--- src/rtl/priority_in_service_if.sv ---
// Bundles the signals between the priority resolver / in-service stage and
// the rest of the interrupt controller.
//   master : drives requests, mask, mode, rotation and strobes; observes results
//   slave  : the resolver itself; consumes the controls and returns
//            interrupt, in_service_register and highest_level_in_service
interface priority_in_service_if;
    logic [7:0] interrupt_request_register;
    logic [7:0] interrupt_mask;
    logic       special_fully_nest_config;
    logic [2:0] priority_rotate;
    logic       latch_in_service;
    logic [7:0] end_of_interrupt;
    logic [7:0] interrupt;
    logic [7:0] in_service_register;
    logic [7:0] highest_level_in_service;

    modport master (
        output interrupt_request_register,
        output interrupt_mask,
        output special_fully_nest_config,
        output priority_rotate,
        output latch_in_service,
        output end_of_interrupt,
        input  interrupt,
        input  in_service_register,
        input  highest_level_in_service
    );

    modport slave (
        input  interrupt_request_register,
        input  interrupt_mask,
        input  special_fully_nest_config,
        input  priority_rotate,
        input  latch_in_service,
        input  end_of_interrupt,
        output interrupt,
        output in_service_register,
        output highest_level_in_service
    );
endinterface

--- src/rtl/priority_in_service.sv ---
// Priority resolver and In-Service Register of an 8259A-style interrupt
// controller. Picks the highest-priority unmasked request under rotating
// priority, gates it against the in-service level (fully nested or special
// fully nested), and maintains the ISR from latch / EOI strobes.
// Ports:
//   clock, reset : rising-edge clock, synchronous active-high reset
//   bus (slave)  : requests, mask, SFNM, rotation, latch/EOI strobes in;
//                  registered one-hot interrupt, ISR, and one-hot highest
//                  in-service level out
module priority_in_service #(
    parameter int NUM_LEVELS = 8
) (
    input  logic                   clock,
    input  logic                   reset,
    priority_in_service_if.slave   bus
);
    localparam int IDX_W = $clog2(NUM_LEVELS);

    // Rotate right by n, used to move the highest-priority level to bit 0.
    function automatic logic [NUM_LEVELS-1:0] rotate_right(
        input logic [NUM_LEVELS-1:0] v, input logic [IDX_W-1:0] n);
        logic [2*NUM_LEVELS-1:0] tmp;
        tmp = {v, v} >> n;
        return tmp[NUM_LEVELS-1:0];
    endfunction

    function automatic logic [NUM_LEVELS-1:0] rotate_left(
        input logic [NUM_LEVELS-1:0] v, input logic [IDX_W-1:0] n);
        logic [2*NUM_LEVELS-1:0] tmp;
        tmp = {v, v} << n;
        return tmp[2*NUM_LEVELS-1:NUM_LEVELS];
    endfunction

    // Isolate the lowest set bit (two's-complement trick).
    function automatic logic [NUM_LEVELS-1:0] lowest_one(
        input logic [NUM_LEVELS-1:0] v);
        return v & (~v + {{(NUM_LEVELS-1){1'b0}}, 1'b1});
    endfunction

    function automatic logic [IDX_W-1:0] one_hot_index(
        input logic [NUM_LEVELS-1:0] v);
        logic [IDX_W-1:0] idx;
        idx = '0;
        for (int i = 0; i < NUM_LEVELS; i++) begin
            if (v[i]) idx = IDX_W'(i);
        end
        return idx;
    endfunction

    logic [NUM_LEVELS-1:0] isr;
    logic [NUM_LEVELS-1:0] interrupt_q;
    logic [IDX_W-1:0]      rotate_amount;
    logic [NUM_LEVELS-1:0] masked_request;
    logic [NUM_LEVELS-1:0] candidate_rot;
    logic [NUM_LEVELS-1:0] isr_top_rot;
    logic [NUM_LEVELS-1:0] candidate;
    logic                  candidate_allowed;

    // priority_rotate names the lowest level, so the highest sits one above;
    // 3-bit wrap gives the mod-8 for free.
    assign rotate_amount  = bus.priority_rotate + 3'd1;
    assign masked_request = bus.interrupt_request_register & ~bus.interrupt_mask;

    // In the rotated domain a lower bit index means higher priority.
    assign candidate_rot = lowest_one(rotate_right(masked_request, rotate_amount));
    assign isr_top_rot   = lowest_one(rotate_right(isr, rotate_amount));

    always_comb begin
        candidate_allowed = 1'b0;
        if (candidate_rot != '0) begin
            if (isr == '0)
                candidate_allowed = 1'b1;
            else if (one_hot_index(candidate_rot) < one_hot_index(isr_top_rot))
                candidate_allowed = 1'b1;
            else if (bus.special_fully_nest_config &&
                     one_hot_index(candidate_rot) == one_hot_index(isr_top_rot))
                candidate_allowed = 1'b1;
        end
    end

    assign candidate = candidate_allowed ? rotate_left(candidate_rot, rotate_amount) : '0;

    // Registered interrupt and ISR. During a latch the request is still
    // visible in the IRR, so the output is forced low for that cycle.
    always_ff @(posedge clock) begin
        if (reset) begin
            interrupt_q <= '0;
            isr         <= '0;
        end else begin
            interrupt_q <= bus.latch_in_service ? '0 : candidate;
            isr         <= (isr & ~bus.end_of_interrupt) |
                           (bus.latch_in_service ? interrupt_q : '0);
        end
    end

    assign bus.interrupt                = interrupt_q;
    assign bus.in_service_register      = isr;
    assign bus.highest_level_in_service = rotate_left(isr_top_rot, rotate_amount);
endmodule
--- src/flat_wrapper.sv ---
// flat-port wrapper written by rule: the top's interface ports become plain ports
module priority_in_service_flat 
#(
    parameter int NUM_LEVELS = 8
)
  (clock, reset, bus_interrupt_request_register, bus_interrupt_mask, bus_special_fully_nest_config, bus_priority_rotate, bus_latch_in_service, bus_end_of_interrupt, bus_interrupt, bus_in_service_register, bus_highest_level_in_service);
  priority_in_service_if bus_i ();
  input  logic clock;
  input  logic reset;
  input wire logic [$bits(bus_i.interrupt_request_register)-1:0] bus_interrupt_request_register;
  input wire logic [$bits(bus_i.interrupt_mask)-1:0] bus_interrupt_mask;
  input wire logic [$bits(bus_i.special_fully_nest_config)-1:0] bus_special_fully_nest_config;
  input wire logic [$bits(bus_i.priority_rotate)-1:0] bus_priority_rotate;
  input wire logic [$bits(bus_i.latch_in_service)-1:0] bus_latch_in_service;
  input wire logic [$bits(bus_i.end_of_interrupt)-1:0] bus_end_of_interrupt;
  output wire logic [$bits(bus_i.interrupt)-1:0] bus_interrupt;
  output wire logic [$bits(bus_i.in_service_register)-1:0] bus_in_service_register;
  output wire logic [$bits(bus_i.highest_level_in_service)-1:0] bus_highest_level_in_service;
  assign bus_i.interrupt_request_register = bus_interrupt_request_register;
  assign bus_i.interrupt_mask = bus_interrupt_mask;
  assign bus_i.special_fully_nest_config = bus_special_fully_nest_config;
  assign bus_i.priority_rotate = bus_priority_rotate;
  assign bus_i.latch_in_service = bus_latch_in_service;
  assign bus_i.end_of_interrupt = bus_end_of_interrupt;
  assign bus_interrupt = bus_i.interrupt;
  assign bus_in_service_register = bus_i.in_service_register;
  assign bus_highest_level_in_service = bus_i.highest_level_in_service;
  priority_in_service #(.NUM_LEVELS(NUM_LEVELS)) u_core (.clock(clock), .reset(reset), .bus(bus_i));
endmodule
--- config.mk ---
export PLATFORM = sky130hd
export DESIGN_NAME = priority_in_service_flat
export DESIGN_NICKNAME = d
export VERILOG_FILES = /design/src/rtl/priority_in_service_if.sv /design/src/rtl/priority_in_service.sv /design/src/flat_wrapper.sv
export SDC_FILE = /design/constraint.sdc
export NUM_CORES = 1
export LEC_CHECK = 0
export CORE_MARGIN = 10
export CORE_UTILIZATION = 56
export CTS_CLUSTER_SIZE = 40
export DETAILED_ROUTE_END_ITERATION = 12
export PLACE_DENSITY = 0.88
export SKIP_LAST_GASP = 1
export SYNTH_ARGS = -nofsm -noshare
export SYNTH_HDL_FRONTEND = slang
export SYNTH_SLANG_ARGS = --single-unit
--- constraint.sdc ---
create_clock -name clock -period 9.65 [get_ports clock]
set_input_delay 0.965 -clock clock [delete_from_list [all_inputs] [get_ports clock]]
set_output_delay 0.965 -clock clock [all_outputs]
set_load 0.05 [all_outputs]
==> out/results.ini <==
[global_routing]
global_route_wire_length_before_repair_um=10800
overflow=0
antenna_found_initial=0
vias_in_the_first_global_route=2238
grt_usage_pct=17.0
grt_start_max_net_pins=37

[placement]
placedInstanceArea_mm2=0.00290
placed_cells_incl_taps=366
detailedPlace.worstSlack_ps=3230
place_hpwl_um=5110
io_buffers=54
routabilityCongestion=0.977

[synthesis]
yosysSeqAreaShare_pct=13.2
synth_largest_type_area_fraction_pct=13.2
mappedNetlistArea_mm2=0.00243
synth.net_count=310
syn-instance-count=275
synth_async_sr_flop_share_pct=0
ys_top_cells_by_area=dfxtp_1, mux2i_1, mux4_2
yosys.area.top_type=dfxtp_1
post_synth_num_cell_types=53
ys_seq_elements=16
synth_enable_flop_cells=0
ys_dominant_reg_cell=dfxtp_1
synthesis.area_per_instance_um2=8.83
synth_warnings=0

[detailed_routing]
post-route-drc-count=0
average_via_count_per_standard_cell=6.50
initialDrtViolationCount=252
drt-wirelength-per-cell_um=17.7
num_vias=2399
first_pass_iters=5
wirelength_um=6540
final_antenna_net_count=0

[floorplanning]
row_count=23
io_pins=55
die_area_mm2=0.00737
core_mm2=0.00409
fp.dieW_um=85.9
initial_utilization_pct=59.4
die_y_um=85.9

[clocking]
cts_num_sinks=16
cts-root-buf=clkbuf_8
clk_pin_slew_worst_paths_ps=60
max-clock-path-buffers=2
cts_hold_buffers=0
cts_resized=0
tritoncts.num_buffers=3
postCtsSetupRepairBufs=0
cts.htree.levels=1
clock_tree_from_tritoncts=done
clock_latency_ps=240

[setup_path]
critical_path.slowest_cell=clkdlybuf4s50_1
crit_path_cell_trace=clkdlybuf4s50_1 > buf_4 > ha_1 > xor2_4 > mux4_1 > o21bai_1 > nor4_1 > mux2i_1 > mux2i_1 > clkdlybuf4s50_1
cpPeakStageDelay_ps=830
cp_num_buf_inv=3
critPathTopFamily=buffers and inverters
critical_path.startpoint_type=input port
critPathMaxFanout=32
timing.setup.critical_path_class=input port to output pin
setup.worst_path.end_class=output pin
arrival_ps=5470
r2r_setup_slack_ps=6090
cp_data_required_time_ps=8690

[timing]
maxSlewViolCount=0
period_share_pct=66.7
post-route-min-period_ps=6440
rsz_0062_raised_after_global_routing=false
setup_viol=0
setup_ws_ps=3210
fin_hold_ws_ps=468
timing_worst_slew_pin_value_ps=768
fin_skew_ps=0.718
clock.fmax_mhz=155
tns_ps=0
timing_hold_violations_final=0
timing.max_slew.rel_slack_pct=48.7

[power]
leakagePower_nw=1.07
power_per_standard_cell_area_mw_per_mm2=105
design_power_total_mw=0.308
irDropWorstVdd_mv=0.0676

[min_path]
hold_path_class=flip-flop to flip-flop

[final_layout]
final_core_utilization_pct=71.9
antenna_cells_inserted=0
final_layout_size_suffix_gt1_share_pct=16.0
fin_cells=369
final_layout_net_count=356
layout-area-overhead-vs-synth_pct=21.0
final_area_mm2=0.00294

[run_status]
run_status=complete, no violations

[job]
max-cap-violations=0

## state kept, by name (all words and copies together), names as in the netlist
name / flops
u_core.bus.in_service_register: 8
u_core.bus.interrupt: 8
## synthesized netlist by cell type, types with 3 or more instances
library cell,number
nand2_1,31
a21oi_1,27
nor2_1,26
mux2i_1,25
dfxtp_1,16
nand2b_1,14
mux2_2,11
mux4_2,11
clkbuf_8,9
o21ai_0,9
or2b_2,8
a211oi_1,6
mux4_1,6
nor3_1,6
clkbuf_1,5
nand3_1,5
a311oi_1,4
ha_1,4
o211ai_1,4
o31ai_1,4
nor2b_1,3
## tightest hold or removal path: stages (launching register included)
cell and delay, ps:
dfxtp_1 310, nand2_1 60, a21oi_1 50
## placed cells by master, fill, tap and decap left out, drive strengths merged, types with 3 or more instances in the layout
cell,instances
clkdlybuf4s50,54
nand2,31
a21oi,27
nor2,26
mux2i,26
mux4,17
dfxtp,16
nand2b,15
mux2,11
o21ai,9
or2b,8
nor3,6
a211oi,6
nand3,5
o31ai,5
o211ai,4
a311oi,4
ha,4
buf,4
nor2b,3
clkbuf,3
## worst paths after layout
path                                     startpoint                                 to  cells after the start
setup / recovery             bus_priority_rotate[0]    bus_highest_level_in_service[6]                     10
setup reg to reg  u_core.bus.in_service_register[1]            u_core.bus.interrupt[6]                     12
hold reg to reg             u_core.bus.interrupt[6]  u_core.bus.in_service_register[6]                      2
hold / removal              u_core.bus.interrupt[6]  u_core.bus.in_service_register[6]                      2
## cell type report
type,instances,area [µm²]
timing repair buffer,58,571
tap,50,62.6
sequential,16,320
inverter,3,11.3
clock buffer,3,41.3
fill,325,1150
multi-input combinational,239,1930
## metal layers
layer	part of all wire (%)	global-route usage (%)	vias to the layer above
met3	7.9	3.60	16
met4	1.9	4.94	0
met1	40	20.4	1120
met5	0	0	-
li1	-	-	1138
met2	50	29.4	125
## cell families after synthesis
logic type	count (synthesis)	synth area share (%)
compound gates	68	18.3
xor+xnor	2	1.80
fa+ha+maj	4	2.06
buf+inv	20	7.21
flops	16	13.2
mux	54	33.0
simple gates	111	24.4
## power by group
part	internal (mW)	leakage, nW	switching [mW]
registers	0.0698	0.130	0.00408
logic	0.0796	0.918	0.107
clock network	0.0276	0.0216	0.0202
total	0.177	1.07	0.131
(Power assumes the default switching activity.)
